==> src/rtl/semaforo_pkg.sv <==
// Shared lamp encodings and controller state for the semaforo light
// and its upstream sequencing controller.
package semaforo_pkg;

  localparam logic [2:0] LAMP_OFF    = 3'b000;
  localparam logic [2:0] LAMP_RED    = 3'b001;
  localparam logic [2:0] LAMP_YELLOW = 3'b010;
  localparam logic [2:0] LAMP_GREEN  = 3'b100;
  localparam logic [2:0] LAMP_ERROR  = 3'b111;

  typedef enum logic [2:0] {
    S_IDLE,
    S_GREEN,
    S_TO_RED,
    S_RED,
    S_TO_GREEN,
    S_FAULT
  } ctrl_state_t;

  function automatic logic multi_lit(input logic [2:0] l);
    return (l[0] & l[1]) | (l[0] & l[2]) | (l[1] & l[2]);
  endfunction

endpackage

==> src/rtl/btn_debounce.sv <==
// Two-flop synchronizer followed by a stable-count debouncer:
// btn_db only moves after DEB_CYCLES identical synchronized samples.
module btn_debounce
  import semaforo_pkg::*;
#(
  parameter int DEB_CYCLES = 1000
) (
  input  logic clk,
  input  logic reset,
  input  logic btn,
  output logic btn_db
);

  localparam int CW = (DEB_CYCLES > 1) ? $clog2(DEB_CYCLES + 1) : 1;
  localparam logic [CW-1:0] LAST = CW'(DEB_CYCLES - 1);

  logic          r_s1;
  logic          r_s2;
  logic          r_db;
  logic [CW-1:0] r_cnt;

  always_ff @(posedge clk) begin
    if (reset) begin
      r_s1  <= 1'b0;
      r_s2  <= 1'b0;
      r_db  <= 1'b0;
      r_cnt <= '0;
    end else begin
      r_s1 <= btn;
      r_s2 <= r_s1;
      if (r_s2 == r_db) begin
        r_cnt <= '0;
      end else if (r_cnt == LAST) begin
        r_db  <= r_s2;
        r_cnt <= '0;
      end else begin
        r_cnt <= r_cnt + 1'b1;
      end
    end
  end

  assign btn_db = r_db;

endmodule

==> src/rtl/semaforo_ctrl.sv <==
// Sequencer for the semaforo light: green/red dwell, pedestrian
// shortening of green, lamp-feedback supervision with sticky fault.
module semaforo_ctrl
  import semaforo_pkg::*;
#(
  parameter int   DEB_CYCLES = 1000,
  parameter int   MIN_GREEN  = 50000,
  parameter int   MAX_GREEN  = 200000,
  parameter int   RED_TIME   = 40000,
  parameter int   XFER_TMO   = 65535,
  parameter logic START_RED  = 1'b1,
  parameter int   CNT_W      = 18
) (
  input  logic clklf,
  input  logic reset,
  input  logic en_in,
  input  logic btn,
  input  logic green,
  input  logic yellow,
  input  logic red,
  output logic en,
  output logic set,
  output logic change,
  output logic ped_wait,
  output logic fault
);

  localparam logic [CNT_W-1:0] P_MIN = CNT_W'(MIN_GREEN);
  localparam logic [CNT_W-1:0] P_MAX = CNT_W'(MAX_GREEN);
  localparam logic [CNT_W-1:0] P_RED = CNT_W'(RED_TIME);
  localparam logic [CNT_W-1:0] P_TMO = CNT_W'(XFER_TMO);

  ctrl_state_t      r_state;
  ctrl_state_t      w_state_nxt;
  logic [CNT_W-1:0] r_dwell;
  logic [CNT_W-1:0] w_dwell_nxt;
  logic [CNT_W-1:0] w_dwell_inc;
  logic [CNT_W-1:0] r_tmo;
  logic [CNT_W-1:0] w_tmo_nxt;
  logic [CNT_W-1:0] w_tmo_inc;
  logic             r_change;
  logic             w_change_nxt;
  logic             r_en;
  logic             r_fault;
  logic             r_ped_req;
  logic             r_db_q;
  logic             w_btn_db;
  logic             w_enter_red;
  logic [2:0]       w_fb;
  logic             w_multi;

  btn_debounce #(
    .DEB_CYCLES(DEB_CYCLES)
  ) u_deb (
    .clk   (clklf),
    .reset (reset),
    .btn   (btn),
    .btn_db(w_btn_db)
  );

  assign w_fb        = {green, yellow, red};
  assign w_multi     = multi_lit(w_fb);
  assign w_dwell_inc = (&r_dwell) ? r_dwell : r_dwell + 1'b1;
  assign w_tmo_inc   = (&r_tmo) ? r_tmo : r_tmo + 1'b1;

  always_comb begin
    w_state_nxt  = r_state;
    w_dwell_nxt  = r_dwell;
    w_tmo_nxt    = r_tmo;
    w_change_nxt = 1'b0;
    unique case (r_state)
      S_IDLE: begin
        w_dwell_nxt = '0;
        w_tmo_nxt   = '0;
        if (en_in && w_fb == LAMP_GREEN) w_state_nxt = S_GREEN;
        else if (en_in && w_fb == LAMP_RED) w_state_nxt = S_RED;
      end
      S_GREEN: begin
        if (w_fb != LAMP_GREEN) begin
          w_state_nxt = S_FAULT;
        end else if ((r_dwell >= P_MIN && r_ped_req) ||
                     r_dwell >= P_MAX) begin
          w_change_nxt = 1'b1;
          w_state_nxt  = S_TO_RED;
          w_tmo_nxt    = '0;
        end else begin
          w_dwell_nxt = w_dwell_inc;
        end
      end
      S_TO_RED: begin
        if (w_multi) begin
          w_state_nxt = S_FAULT;
        end else if (w_fb == LAMP_RED) begin
          w_state_nxt = S_RED;
          w_dwell_nxt = '0;
        end else if (r_tmo >= P_TMO) begin
          w_state_nxt = S_FAULT;
        end else begin
          w_tmo_nxt = w_tmo_inc;
        end
      end
      S_RED: begin
        if (w_fb != LAMP_RED) begin
          w_state_nxt = S_FAULT;
        end else if (r_dwell >= P_RED) begin
          w_change_nxt = 1'b1;
          w_state_nxt  = S_TO_GREEN;
          w_tmo_nxt    = '0;
        end else begin
          w_dwell_nxt = w_dwell_inc;
        end
      end
      S_TO_GREEN: begin
        if (w_multi) begin
          w_state_nxt = S_FAULT;
        end else if (w_fb == LAMP_GREEN) begin
          w_state_nxt = S_GREEN;
          w_dwell_nxt = '0;
        end else if (r_tmo >= P_TMO) begin
          w_state_nxt = S_FAULT;
        end else begin
          w_tmo_nxt = w_tmo_inc;
        end
      end
      S_FAULT: w_state_nxt = S_FAULT;
      default: w_state_nxt = S_FAULT;
    endcase
    // a fault detected this cycle outranks the operator disable
    if (!en_in && w_state_nxt != S_FAULT) begin
      w_state_nxt  = S_IDLE;
      w_change_nxt = 1'b0;
      w_dwell_nxt  = '0;
      w_tmo_nxt    = '0;
    end
  end

  assign w_enter_red = (w_state_nxt == S_RED) && (r_state != S_RED);

  always_ff @(posedge clklf) begin
    if (reset) begin
      r_state   <= S_IDLE;
      r_dwell   <= '0;
      r_tmo     <= '0;
      r_change  <= 1'b0;
      r_en      <= 1'b0;
      r_fault   <= 1'b0;
      r_ped_req <= 1'b0;
      r_db_q    <= 1'b0;
    end else begin
      r_state  <= w_state_nxt;
      r_dwell  <= w_dwell_nxt;
      r_tmo    <= w_tmo_nxt;
      r_change <= w_change_nxt;
      r_fault  <= (w_state_nxt == S_FAULT);
      r_en     <= en_in && (w_state_nxt != S_FAULT);
      r_db_q   <= w_btn_db;
      if (!en_in || w_enter_red) r_ped_req <= 1'b0;
      else if (w_btn_db && !r_db_q) r_ped_req <= 1'b1;
    end
  end

  assign en       = r_en;
  assign set      = START_RED;
  assign change   = r_change;
  assign ped_wait = r_ped_req;
  assign fault    = r_fault;

endmodule

==> config.mk <==
export PLATFORM = sky130hd
export DESIGN_NAME = semaforo_ctrl
export DESIGN_NICKNAME = d
export VERILOG_FILES = /design/src/rtl/semaforo_pkg.sv /design/src/rtl/btn_debounce.sv /design/src/rtl/semaforo_ctrl.sv
export SDC_FILE = /design/constraint.sdc
export NUM_CORES = 1
export LEC_CHECK = 0
export CORE_MARGIN = 2
export CORE_UTILIZATION = 25
export CTS_CLUSTER_SIZE = 16
export DETAILED_ROUTE_END_ITERATION = 7
export DONT_BUFFER_PORTS = 1
export PLACE_DENSITY_LB_ADDON = 0.1
export SLEW_MARGIN = 20
export SYNTH_ARGS = -nofsm -noshare
export SYNTH_HDL_FRONTEND = slang
export SYNTH_SLANG_ARGS = --single-unit
==> constraint.sdc <==
create_clock -name clklf -period 2.9 [get_ports clklf]
set_clock_uncertainty 0.15 [all_clocks]
set_input_delay 0.435 -clock clklf [delete_from_list [all_inputs] [get_ports clklf]]
set_output_delay 0.435 -clock clklf [all_outputs]
set_load 0.005 [all_outputs]
==> metrics.md <==
| Metric | Value |
|---|---|
| Status | `completed` |
| Detail Route Antenna Nets | `0` |
| Max VDD drop | `~270 uV` |
| Final period util | `91.3%` |
| Power per Cell Area | `approximately 500 nW/um2` |
| Count leader, synth | `nor2_1` |
| Clk sinks | `57` |
| Top cell type's share of synthesized area | `a little over a third` |
| Post-synth top cells | `nor2_1 (58), dfxtp_1 (57), nand2_1 (26), xnor2_1 (22), nand3_1 (21)` |
| Inserted Clock Buffers | `9` |
| Crit Path Max Fanout | `17` |
| Vias per cell | `4.56` |
| Placed wire-length estimate | `between 5000 and 6000 um` |
| # IOs | `12` |
| Post CTS Setup Buffer Count | `0` |
| Largest net degree at the start of global routing | `19` |
| Critical path class | `register to register` |
| Placed cell area | `about 3400 um2` |
| Post-synthesis cell type count | `63` |
| Row count | `between 40 and 50` |
| Final net count | `400` |
| CP endpoint kind | `register` |
| Worst path top cell family by delay | `compound AO/OA/AOI/OAI gates` |
| Worst path depth | `7` |
| CTS H-Tree Depth | `3` |
| Maximum capacitance violations | `0` |
| GRT Total Usage | `~12%` |
| CP peak stage delay | `0.62 ns` |
| Sequential-to-total area share from yosys stat | `36.1%` |
| Avg Inst Size Synth | `between 8 and 9 um2` |
| Setup_tns | `0 ns` |
| Worst r2r dst | `r_tmo[17]` |
| Fill count | `1368` |
| Vias in the first global route | `~2600` |
| Layout Utilization | `around 30%` |
| Antenna violations before repair | `0` |
| CP arrival | `2.72 ns` |
| Design Area, Final | `~3700 um2` |
| Fin. max-slew vios | `0` |
| Synthesized net count | `388` |
| Starting Density | `between 20% and 30%` |
| Asr flop ratio synth | `0%` |
| Root Buffer | `clkbuf_16` |
| Syn. warnings | `0` |
| CTS tree | `yes` |
| Fin. Hold Viols | `0` |
| Worst-margin pin slew | `0.755 ns` |
| Clk_lat worst skew | `0.33 ns` |
| Power after layout | `1.83 mW` |
| Flop2flop setup slack | `~0.25 ns` |
| Crit. Startpoint | `r_dwell[11]` |
| HP Class | `input port to register` |
| # hold bufs at CTS | `0` |
| Area growth, synth to finish | `16.8%` |
| Cells on worst reg2reg path | `7` |
| RSZ-0062 raised after global routing | `false` |
| Slowest CP cell | `o21ai_2` |
| WL per Instance | `13.4 um` |
| DRC violations left | `0` |
| Main synth FF type | `dfxtp_1` |
| Reg clk slew, reported paths | `0.06 ns` |
| Slew margin rel. | `roughly half` |
| Placer congestion estimate | `approximately 0.8` |
| Leak Pwr | `roughly 1.2 nW` |
| Total gr overflow | `0` |
| # diodes | `0` |
| Synth area leaders | `dfxtp_1 (36%), nor2_1 (6.9%), xnor2_1 (6.1%)` |
| Synth Cell Area | `~3200 um2` |
| Core box area | `around 12000 um2` |
| Max Clk Rate | `378 MHz` |
| Die Width | `116 um` |
| Die Y | `between 100 and 150 um` |
| Start of the worst register-to-register path | `r_dwell[11]` |
| Max Root-Sink Buffers | `2` |
| Critical-path cell list | `nand3_1 > o311a_1 > nor3_1 > o22a_1 > a21oi_4 > o21ai_2 > o21ba_2` |
| Min Tclk post-route | `2.65 ns` |
| Final wirelength | `around 7600 um` |
| Required time worst endpoint | `roughly 3.0 ns` |
| Post-cts gate resize count | `0` |
| Initial DRT Pass Iterations | `4` |
| Final setup viols | `0` |
| Post-synthesis cell count | `roughly 380` |
| Die footprint | `~14000 um2` |
| Synth Register Bits | `57` |
| Routed via count | `~2600` |
| Number of synthesized flops with an enable pin | `0` |
| Buf+Inv Stages, Crit Path | `0` |
| PortBufs | `0` |
| CP startpoint kind | `register` |
| Top cell type by total area after synthesis | `dfxtp_1` |
| DRT iter0 DRCs | `117` |
| Share of cells above drive strength 1 | `14.7%` |
| CP Capture Point | `r_tmo[17]` |
| First-pass GRT wire length | `~13000 um` |
-- kinds of logic (layout without fill, tap and decap cells) --
kind of cell | count (synthesis) | after routing | synth area share [%]
compound gates | 52 | 52 | 12.6
fa+ha+maj | 4 | 4 | 1.58
other cells | 1 | 1 | 0.119
simple gates | 186 | 186 | 31.6
xor+xnor | 41 | 41 | 11.4
flops | 57 | 57 | 36.1
buf+inv | 35 | 52 | 6.26
mux | 1 | 1 | 0.317
-- worst reg2reg max path, cell delays in order (launching register included) --
cell and delay, ns:
dfxtp_1 0.43, nand3_1 0.14, o311a_1 0.37, nor3_1 0.25
o22a_1 0.25, a21oi_4 0.08, o21ai_2 0.62, o21ba_2 0.25
-- worst min path at each step --
stage	startpoint	endpoint	slack, ns	cells after the start
2_1_floorplan	u_deb.r_s1	u_deb.r_s2	0.26	1
3_3_place_gp	u_deb.r_s1	u_deb.r_s2	0.28	1
3_5_place_dp	u_deb.r_s1	u_deb.r_s2	0.29	1
4_1_cts	reset	u_deb.btn_db	0.006	1
5_1_grt	reset	u_deb.r_s1	0.005	1
6_report	reset	u_deb.r_s1	0.02	1
-- placed cells by master, fill, tap and decap left out, types with 5 or more instances in the layout --
master	synthesis	final
a21oi_1	14	14
buf_4	4	22
clkbuf_16	0	9
dfxtp_1	57	57
inv_1	13	13
nand2_1	26	26
nand2b_1	5	5
nand3_1	21	21
nand4_1	12	12
nor2_1	58	58
nor2_2	5	5
nor3_1	11	11
nor4_1	10	10
nor4_2	5	5
o21ai_0	8	8
xnor2_1	22	22
xor2_1	19	19
-- registers in the layout, summed over array words and instances (netlist names) --
name / count
en: 1
r_db_q: 1
u_deb.r_s1: 1
u_deb.r_s2: 1
r_dwell: 18
ped_wait: 1
u_deb.r_cnt: 10
r_state: 3
change: 1
r_tmo: 18
fault: 1
u_deb.btn_db: 1
-- where the power goes --
| group | internal (mW) | leakage (nW) | switching, mW |
|---|---|---|---|
| sequential | 0.787 | 0.460 | 0.00247 |
| combinational | 0.0243 | 0.565 | 0.0365 |
| clock | 0.582 | 0.128 | 0.400 |
| total | 1.39 | 1.15 | 0.439 |
-- per-stage QoR --
step	hold slack (ns)	std cells	setup slack (ns)
5_1_grt	0.00499	566	0.0154
2_1_floorplan	0.264	377	0.407
3_3_place_gp	0.282	550	0.242
3_5_place_dp	0.287	550	0.202
6_report	0.0199	566	0.253
4_1_cts	0.00585	566	0.241
-- layer usage --
metal	global-route usage, %	vias up	wire (um)
li1	-	1339	-
met1	16.0	1196	3690
met2	19.8	37	3510
met3	3.94	8	302
met4	4.29	0	94
met5	0	-	0
-- final cells by class --
type,instances,area [um2],area share [%]
Clock buffer,9,225,6.11
Clock inverter,7,53.8,1.46
Inverter,13,48.8,1.32
Multi-Input combinational cell,285,1820,49.3
Sequential cell,57,1140,30.9
Tap cell,172,215,5.83
Timing Repair Buffer,23,185,5.02
Note: power is estimated with default switching activity, not from simulation.
